==> src/rtl/maroc_sc_scheduler_if.sv <==
// Bundle between the slow-control scheduler, its requesters and the shared MAROC transmitter.
// The scheduler side uses the slave modport; the requester/transmitter side uses master.
interface maroc_sc_scheduler_if #(
  parameter int NREQ = 4,
  parameter int SELW = 2
);
  logic [NREQ-1:0] req_in;
  logic [NREQ-1:0] grant_out;
  logic [SELW-1:0] sel_out;
  logic [NREQ-1:0] done_out;
  logic            err_out;
  logic            busy_out;
  logic [7:0]      err_cnt_out;
  logic            tx_start_out;
  logic            tx_reset_out;
  logic [1:0]      tx_state_in;

  modport slave (
    input  req_in,
    input  tx_state_in,
    output grant_out,
    output sel_out,
    output done_out,
    output err_out,
    output busy_out,
    output err_cnt_out,
    output tx_start_out,
    output tx_reset_out
  );

  modport master (
    output req_in,
    output tx_state_in,
    input  grant_out,
    input  sel_out,
    input  done_out,
    input  err_out,
    input  busy_out,
    input  err_cnt_out,
    input  tx_start_out,
    input  tx_reset_out
  );
endinterface

==> src/rtl/maroc_sc_scheduler.sv <==
// Round-robin arbiter and sequencer for the shared MAROC slow-control transmitter:
// grants one requester, pulses start, tracks the transmitter state and recovers it on timeout.
module maroc_sc_scheduler #(
  parameter int NREQ       = 4,
  parameter int SELW       = 2,
  parameter int TIMEOUT    = 1100,
  parameter int RST_CYCLES = 4
) (
  input  logic                    clk_in,
  input  logic                    rstn_in,
  maroc_sc_scheduler_if.slave     bus
);

  localparam int RCW = $clog2(RST_CYCLES + 1);

  localparam logic [1:0] TX_IDLE    = 2'd0;
  localparam logic [1:0] TX_SENDING = 2'd2;
  localparam logic [1:0] TX_FINAL   = 2'd3;

  typedef enum logic [2:0] {
    S_IDLE,
    S_START,
    S_WAIT_SEND,
    S_WAIT_FINAL,
    S_RECOVER,
    S_DONE
  } state_t;

  state_t          state_q;
  logic [NREQ-1:0] grant_q;
  logic [SELW-1:0] sel_q;
  logic [SELW-1:0] last_q;
  logic [NREQ-1:0] done_q;
  logic            err_q;
  logic            busy_q;
  logic [7:0]      err_cnt_q;
  logic            tx_start_q;
  logic            tx_reset_q;
  logic [10:0]     tmo_q;
  logic [RCW-1:0]  rcnt_q;

  logic            pick_valid;
  logic [SELW-1:0] pick_idx;
  logic [SELW-1:0] scan_idx;
  logic            tx_ready;
  logic            tmo_hit;

  // Scan downward in distance so the nearest requester after last_q wins.
  always_comb begin
    // NOTE: every always_comb output gets a default first so no latch is inferred.
    pick_valid = 1'b0;
    pick_idx   = '0;
    scan_idx   = '0;
    for (int i = NREQ; i >= 1; i--) begin
      scan_idx = SELW'((int'(last_q) + i) % NREQ);
      if (bus.req_in[scan_idx]) begin
        pick_valid = 1'b1;
        pick_idx   = scan_idx;
      end
    end
  end

  assign tx_ready = (bus.tx_state_in == TX_IDLE) || (bus.tx_state_in == TX_FINAL);
  assign tmo_hit  = (tmo_q == 11'(TIMEOUT - 1));

  always_ff @(posedge clk_in or negedge rstn_in) begin
    if (!rstn_in) begin
      state_q    <= S_IDLE;
      grant_q    <= '0;
      sel_q      <= '0;
      last_q     <= SELW'(NREQ - 1);
      done_q     <= '0;
      err_q      <= 1'b0;
      busy_q     <= 1'b0;
      err_cnt_q  <= '0;
      tx_start_q <= 1'b0;
      tx_reset_q <= 1'b0;
      tmo_q      <= '0;
      rcnt_q     <= '0;
    end else begin
      // NOTE: sequential state uses non-blocking assignments so every register sees pre-edge values.
      done_q     <= '0;
      err_q      <= 1'b0;
      tx_start_q <= 1'b0;

      case (state_q)
        S_IDLE: begin
          if (pick_valid && tx_ready) begin
            grant_q    <= NREQ'(1) << pick_idx;
            sel_q      <= pick_idx;
            last_q     <= pick_idx;
            tx_start_q <= 1'b1;
            busy_q     <= 1'b1;
            state_q    <= S_START;
          end
        end

        S_START: begin
          tmo_q   <= '0;
          state_q <= S_WAIT_SEND;
        end

        S_WAIT_SEND: begin
          tmo_q <= tmo_q + 11'd1;
          if (bus.tx_state_in == TX_SENDING) begin
            state_q <= S_WAIT_FINAL;
          end else if (tmo_hit) begin
            tx_reset_q <= 1'b1;
            rcnt_q     <= '0;
            state_q    <= S_RECOVER;
          end
        end

        S_WAIT_FINAL: begin
          tmo_q <= tmo_q + 11'd1;
          if (bus.tx_state_in == TX_FINAL) begin
            done_q  <= grant_q;
            state_q <= S_DONE;
          end else if (bus.tx_state_in == TX_IDLE) begin
            // Transmitter was reset by someone else: report failure, no recovery needed.
            done_q  <= grant_q;
            err_q   <= 1'b1;
            state_q <= S_DONE;
          end else if (tmo_hit) begin
            tx_reset_q <= 1'b1;
            rcnt_q     <= '0;
            state_q    <= S_RECOVER;
          end
        end

        S_RECOVER: begin
          rcnt_q <= rcnt_q + RCW'(1);
          if (rcnt_q == RCW'(RST_CYCLES - 1)) begin
            tx_reset_q <= 1'b0;
          end
          if (rcnt_q == RCW'(RST_CYCLES)) begin
            done_q  <= grant_q;
            err_q   <= 1'b1;
            state_q <= S_DONE;
          end
        end

        S_DONE: begin
          grant_q <= '0;
          busy_q  <= 1'b0;
          if (err_q && (err_cnt_q != 8'hFF)) begin
            err_cnt_q <= err_cnt_q + 8'd1;
          end
          state_q <= S_IDLE;
        end

        default: state_q <= S_IDLE;
      endcase
    end
  end

  assign bus.grant_out    = grant_q;
  assign bus.sel_out      = sel_q;
  assign bus.done_out     = done_q;
  assign bus.err_out      = err_q;
  assign bus.busy_out     = busy_q;
  assign bus.err_cnt_out  = err_cnt_q;
  assign bus.tx_start_out = tx_start_q;
  assign bus.tx_reset_out = tx_reset_q;

endmodule

==> src/flat_wrapper.sv <==
// flat-port wrapper written by rule: the top's interface ports become plain ports
module maroc_sc_scheduler_flat 
#(
  parameter int NREQ       = 4,
  parameter int SELW       = 2,
  parameter int TIMEOUT    = 1100,
  parameter int RST_CYCLES = 4
)
  (clk_in, rstn_in, bus_req_in, bus_tx_state_in, bus_grant_out, bus_sel_out, bus_done_out, bus_err_out, bus_busy_out, bus_err_cnt_out, bus_tx_start_out, bus_tx_reset_out);
  maroc_sc_scheduler_if #(.NREQ(NREQ), .SELW(SELW)) bus_i ();
  input  logic clk_in;
  input  logic rstn_in;
  input wire logic [$bits(bus_i.req_in)-1:0] bus_req_in;
  input wire logic [$bits(bus_i.tx_state_in)-1:0] bus_tx_state_in;
  output wire logic [$bits(bus_i.grant_out)-1:0] bus_grant_out;
  output wire logic [$bits(bus_i.sel_out)-1:0] bus_sel_out;
  output wire logic [$bits(bus_i.done_out)-1:0] bus_done_out;
  output wire logic [$bits(bus_i.err_out)-1:0] bus_err_out;
  output wire logic [$bits(bus_i.busy_out)-1:0] bus_busy_out;
  output wire logic [$bits(bus_i.err_cnt_out)-1:0] bus_err_cnt_out;
  output wire logic [$bits(bus_i.tx_start_out)-1:0] bus_tx_start_out;
  output wire logic [$bits(bus_i.tx_reset_out)-1:0] bus_tx_reset_out;
  assign bus_i.req_in = bus_req_in;
  assign bus_i.tx_state_in = bus_tx_state_in;
  assign bus_grant_out = bus_i.grant_out;
  assign bus_sel_out = bus_i.sel_out;
  assign bus_done_out = bus_i.done_out;
  assign bus_err_out = bus_i.err_out;
  assign bus_busy_out = bus_i.busy_out;
  assign bus_err_cnt_out = bus_i.err_cnt_out;
  assign bus_tx_start_out = bus_i.tx_start_out;
  assign bus_tx_reset_out = bus_i.tx_reset_out;
  maroc_sc_scheduler #(.NREQ(NREQ), .SELW(SELW), .TIMEOUT(TIMEOUT), .RST_CYCLES(RST_CYCLES)) u_core (.clk_in(clk_in), .rstn_in(rstn_in), .bus(bus_i));
endmodule
==> config.mk <==
export PLATFORM = sky130hd
export DESIGN_NAME = maroc_sc_scheduler_flat
export DESIGN_NICKNAME = d
export VERILOG_FILES = /design/src/rtl/maroc_sc_scheduler_if.sv /design/src/rtl/maroc_sc_scheduler.sv /design/src/flat_wrapper.sv
export SDC_FILE = /design/constraint.sdc
export NUM_CORES = 1
export LEC_CHECK = 0
export BUFFER_PORTS_ARGS = -buffer_cell sky130_fd_sc_hd__buf_2
export CORE_ASPECT_RATIO = 0.9
export CORE_MARGIN = 2
export CORE_UTILIZATION = 59
export CTS_BUF_LIST = sky130_fd_sc_hd__clkbuf_8
export CTS_CLUSTER_SIZE = 12
export DETAILED_ROUTE_END_ITERATION = 16
export GPL_TIMING_DRIVEN = 1
export PLACE_DENSITY = 0.82
export SLEW_MARGIN = 30
export SYNTH_ARGS = -nofsm -noshare
export SYNTH_HDL_FRONTEND = slang
export SYNTH_SLANG_ARGS = --single-unit
==> constraint.sdc <==
create_clock -name clk_in -period 2.1 [get_ports clk_in]
set_clock_uncertainty 0.2 [all_clocks]
set_input_delay 0.42 -clock clk_in [delete_from_list [all_inputs] [get_ports clk_in]]
set_output_delay 0.42 -clock clk_in [all_outputs]
set_load 0.05 [all_outputs]
==> results.md <==
- Status: finished with violations
- Failing checks: negative hold slack
- H-tree depth: 2
- TritonCTS Buffers: 5
- Final setup TNS: 0 ns
- Met1 Use GR: 33.58%
- Clock Latency Late Sink: 0.29 ns
- Die X-Extent: 66.45 um
- Post-Syn Area: 2071 sq um
- # IOs: 30
- Antenna viol nets, final: 0
- Largest net degree at the start of global routing: 42
- Grt peak-use layer: met2
- CTS tree: yes
- Drt wl/cell: 14.50 um
- Die area: 4000 sq um
- First DRT Iteration DRCs: 77
- Area after DPL: 2312 sq um
- Yosys top cell by area: dfrtp_1
- Crit path kind: reg2reg
- Unrepaired setup endpoints after global routing: no
- Minimum clock period: 1.926 ns
- CP required: 2.07 ns
- Register area share after synthesis: 49.67%
- R2r setup slk: 0.17 ns
- Setup violators final: 0
- Commonest non-fill, non-tap cells in the layout: dfrtp_1 (39), buf_2 (29), nand2_1 (20)
- Worst-Margin Slew: 0.5033 ns
- Worst path cell trace: ha_1, nand4bb_1, or4_4, nor3_4, o22ai_1
- CTS resizes: 0
- First-pass GRT wire length: 6872 um
- Most common library cell in the layout ignoring fill and taps: dfrtp_1
- Worst EP arrival: 1.89 ns
- Max VDD drop: 0.9229 mV
- Global Route Usage Sum: 23.18%
- WP depth: 5
- Final Hold Viols: 39
- Main flop type after synthesis: dfrtp_1
- Clk pin slew, worst setup/hold paths: 0.08 ns
- Top cells by area, synth: dfrtp_1 (47%), ha_1 (5.4%), nand2_1 (3.6%), o21ai_1 (3.6%), dfstp_2 (2.5%)
- GPL Wtd Cong: 0.8154
- Net Count, Synth: 220
- EDFF count, synth: 0
- CTS root buf: clkbuf_8
- Final Max Tran Viols: 0
- Vias in the first global route: 1458
- Reg2reg end: u_core.rcnt_q[2]
- Async SR Flop Fraction: 100.0%
- Initial core utilization: 61.30%
- R2R depth: 5
- Number of diodes: 0
- Critical Path Slowest Stage Cell: or4_4
- Critical path's top delay family: simple AND/OR/NAND/NOR gates
- Die H: 60.20 um
- CTS Sinks: 41
- Worst flop-to-flop path startpoint: u_core.tmo_q[0]
- Crit end category: register
- Clock Tree Buf Depth: 2
- Area growth from synthesis to final layout: 16.68%
- Synthesis warning total: 0
- DP HPWL: 2974 um
- Worst hold margin: -0.01652 ns
- Met2 usage: 35.00%
- Unique cell type count in the Yosys netlist: 49
- Grt ovf: 0
- CP peak stage delay: 0.49 ns
- Vias/cell: 5.741
- Fmax: 519.1 MHz
- Final nets: 259
- Crit path buf inv count: 0
- Max-Cap Viols: 0
- Met3 usage: 6.215%
- Final Cell Area: 2416 sq um
- FF+latch count, synth: 41
- P per Cell Area: 1317 nW/um^2
- Synthesized instance count: 203
- Pleak: 1.189 nW
- Slew Limit Headroom: 66.45%
- Via Count: 1642
- Mean Syn Cell Area: 10.20 sq um
- # DRC: 0
- PortBufs: 29
- Share of cells above drive strength 1: 22.73%
- Drt pass-1 iters: 4
- Worst setup SP type: register
- Final wirelength: 4146 um
- Worst hold path type: in2async
- Part of the cycle the worst path needs: 91.73%
- Std cell rows: 20
- Hold-fix buffers, CTS: 0
- Crit-path max FO: 4
- Top cell type's share of synthesized area: 47.13%
- Setup bufs post-CTS: 0
- Core ar.: 3378 sq um
- Antenna violations before repair: 0
-- Yosys cell counts (2+ instances only) --
master     count
o22ai_1        2
o2bb2ai_1      2
nand2_1       20
dfstp_2        2
or3_1          2
a31oi_1        3
o221ai_1       2
ha_1           9
o31ai_1        2
a21o_1         3
nor2b_1        2
dfrtp_1       39
nand3_1        8
inv_1          7
nand4_1        6
mux2_1         3
and3_1         2
a22o_1         3
a21oi_1       10
and2_1         7
nor3_1         2
nor2_1         8
nand2b_1       5
o21ai_1       15
xor2_1         5
inv_2          4
nand4bb_1      2
xnor2_1        3
clkbuf_1       2
o21ai_0        2
buf_2          3
-- cell type report --
| type | count | area, sq um |
|---|---|---|
| Timing Repair Buffer | 38 | 212.7 |
| Tap cell | 44 | 55.05 |
| Sequential cell | 41 | 1028 |
| Fill cell | 267 | 962.2 |
| Clock buffer | 5 | 68.82 |
| Inverter | 11 | 41.29 |
| Clock inverter | 2 | 35.03 |
| Multi-Input combinational cell | 145 | 974.7 |
-- worst register-to-register path, cell delays in order, from the launching register on --
cell and delay, ns:
dfrtp_1 0.38, ha_1 0.20, nand4bb_1 0.15, or4_4 0.49
nor3_4 0.27, o22ai_1 0.12
-- power by group --
part | switching (mW) | internal (mW)
Clock | 0.261 | 0.345
Sequential | 0.220 | 1.00
Combinational | 0.877 | 0.476
Total | 1.36 | 1.83
-- layer usage --
layer  up-vias  wire [um]
met5         -          0
met4         0         34
met3         4        188
met2        38       1940
met1       791       1982
li1        809          -
-- metrics by stage --
step / hold WS [ns] / setup slack [ns] / utilization (%) / power (mW) / cells
after floorplan: -0.07559 / 0.1300 / - / 2.164 / 203
after global placement: 0.2655 / 0.07198 / 68.44 / 2.548 / 279
after detailed placement: 0.2736 / 0.04439 / 68.44 / 2.573 / 279
after CTS: 0.001093 / 0.1530 / 71.52 / 3.195 / 286
after global routing: 0.03293 / 0.03698 / 71.52 / 3.388 / 286
final: -0.01652 / 0.1736 / 71.52 / 3.183 / 286
-- worst max-delay path by stage --
stage / startpoint / endpoint / slack [ns]
4_1_cts: u_core.tmo_q[0] / u_core.rcnt_q[2] / 0.15
3_5_place_dp: bus_tx_state_in[0] / u_core.bus.grant_out[1] / 0.04
2_1_floorplan: u_core.bus.err_cnt_out[0] / u_core.bus.err_cnt_out[1] / 0.13
6_report: u_core.tmo_q[0] / u_core.rcnt_q[2] / 0.17
5_1_grt: u_core.tmo_q[0] / u_core.rcnt_q[2] / 0.04
3_3_place_gp: bus_tx_state_in[0] / u_core.bus.grant_out[1] / 0.07
-- cell families (layout without fill, tap and decap cells) --
group           Yosys count  after routing  share of synthesized area [%]
simple gates             71             71                          19.28
mux                       4              4                          2.115
compound gates           53             53                          16.86
xor+xnor                  8              8                          3.384
buf+inv                  17             56                          3.263
flops                    41             41                          49.67
fa+ha+maj                 9              9                          5.438
-- sequential cells by signal, summed over array words and instances (netlist names), 2 cells and up --
register and count:
u_core.last_q 2, u_core.bus.sel_out 2, u_core.bus.done_out 4, u_core.rcnt_q 3, u_core.state_q 3, u_core.tmo_q 11
u_core.bus.grant_out 4, u_core.bus.err_cnt_out 8
Note: power is estimated with default switching activity, not from simulation.
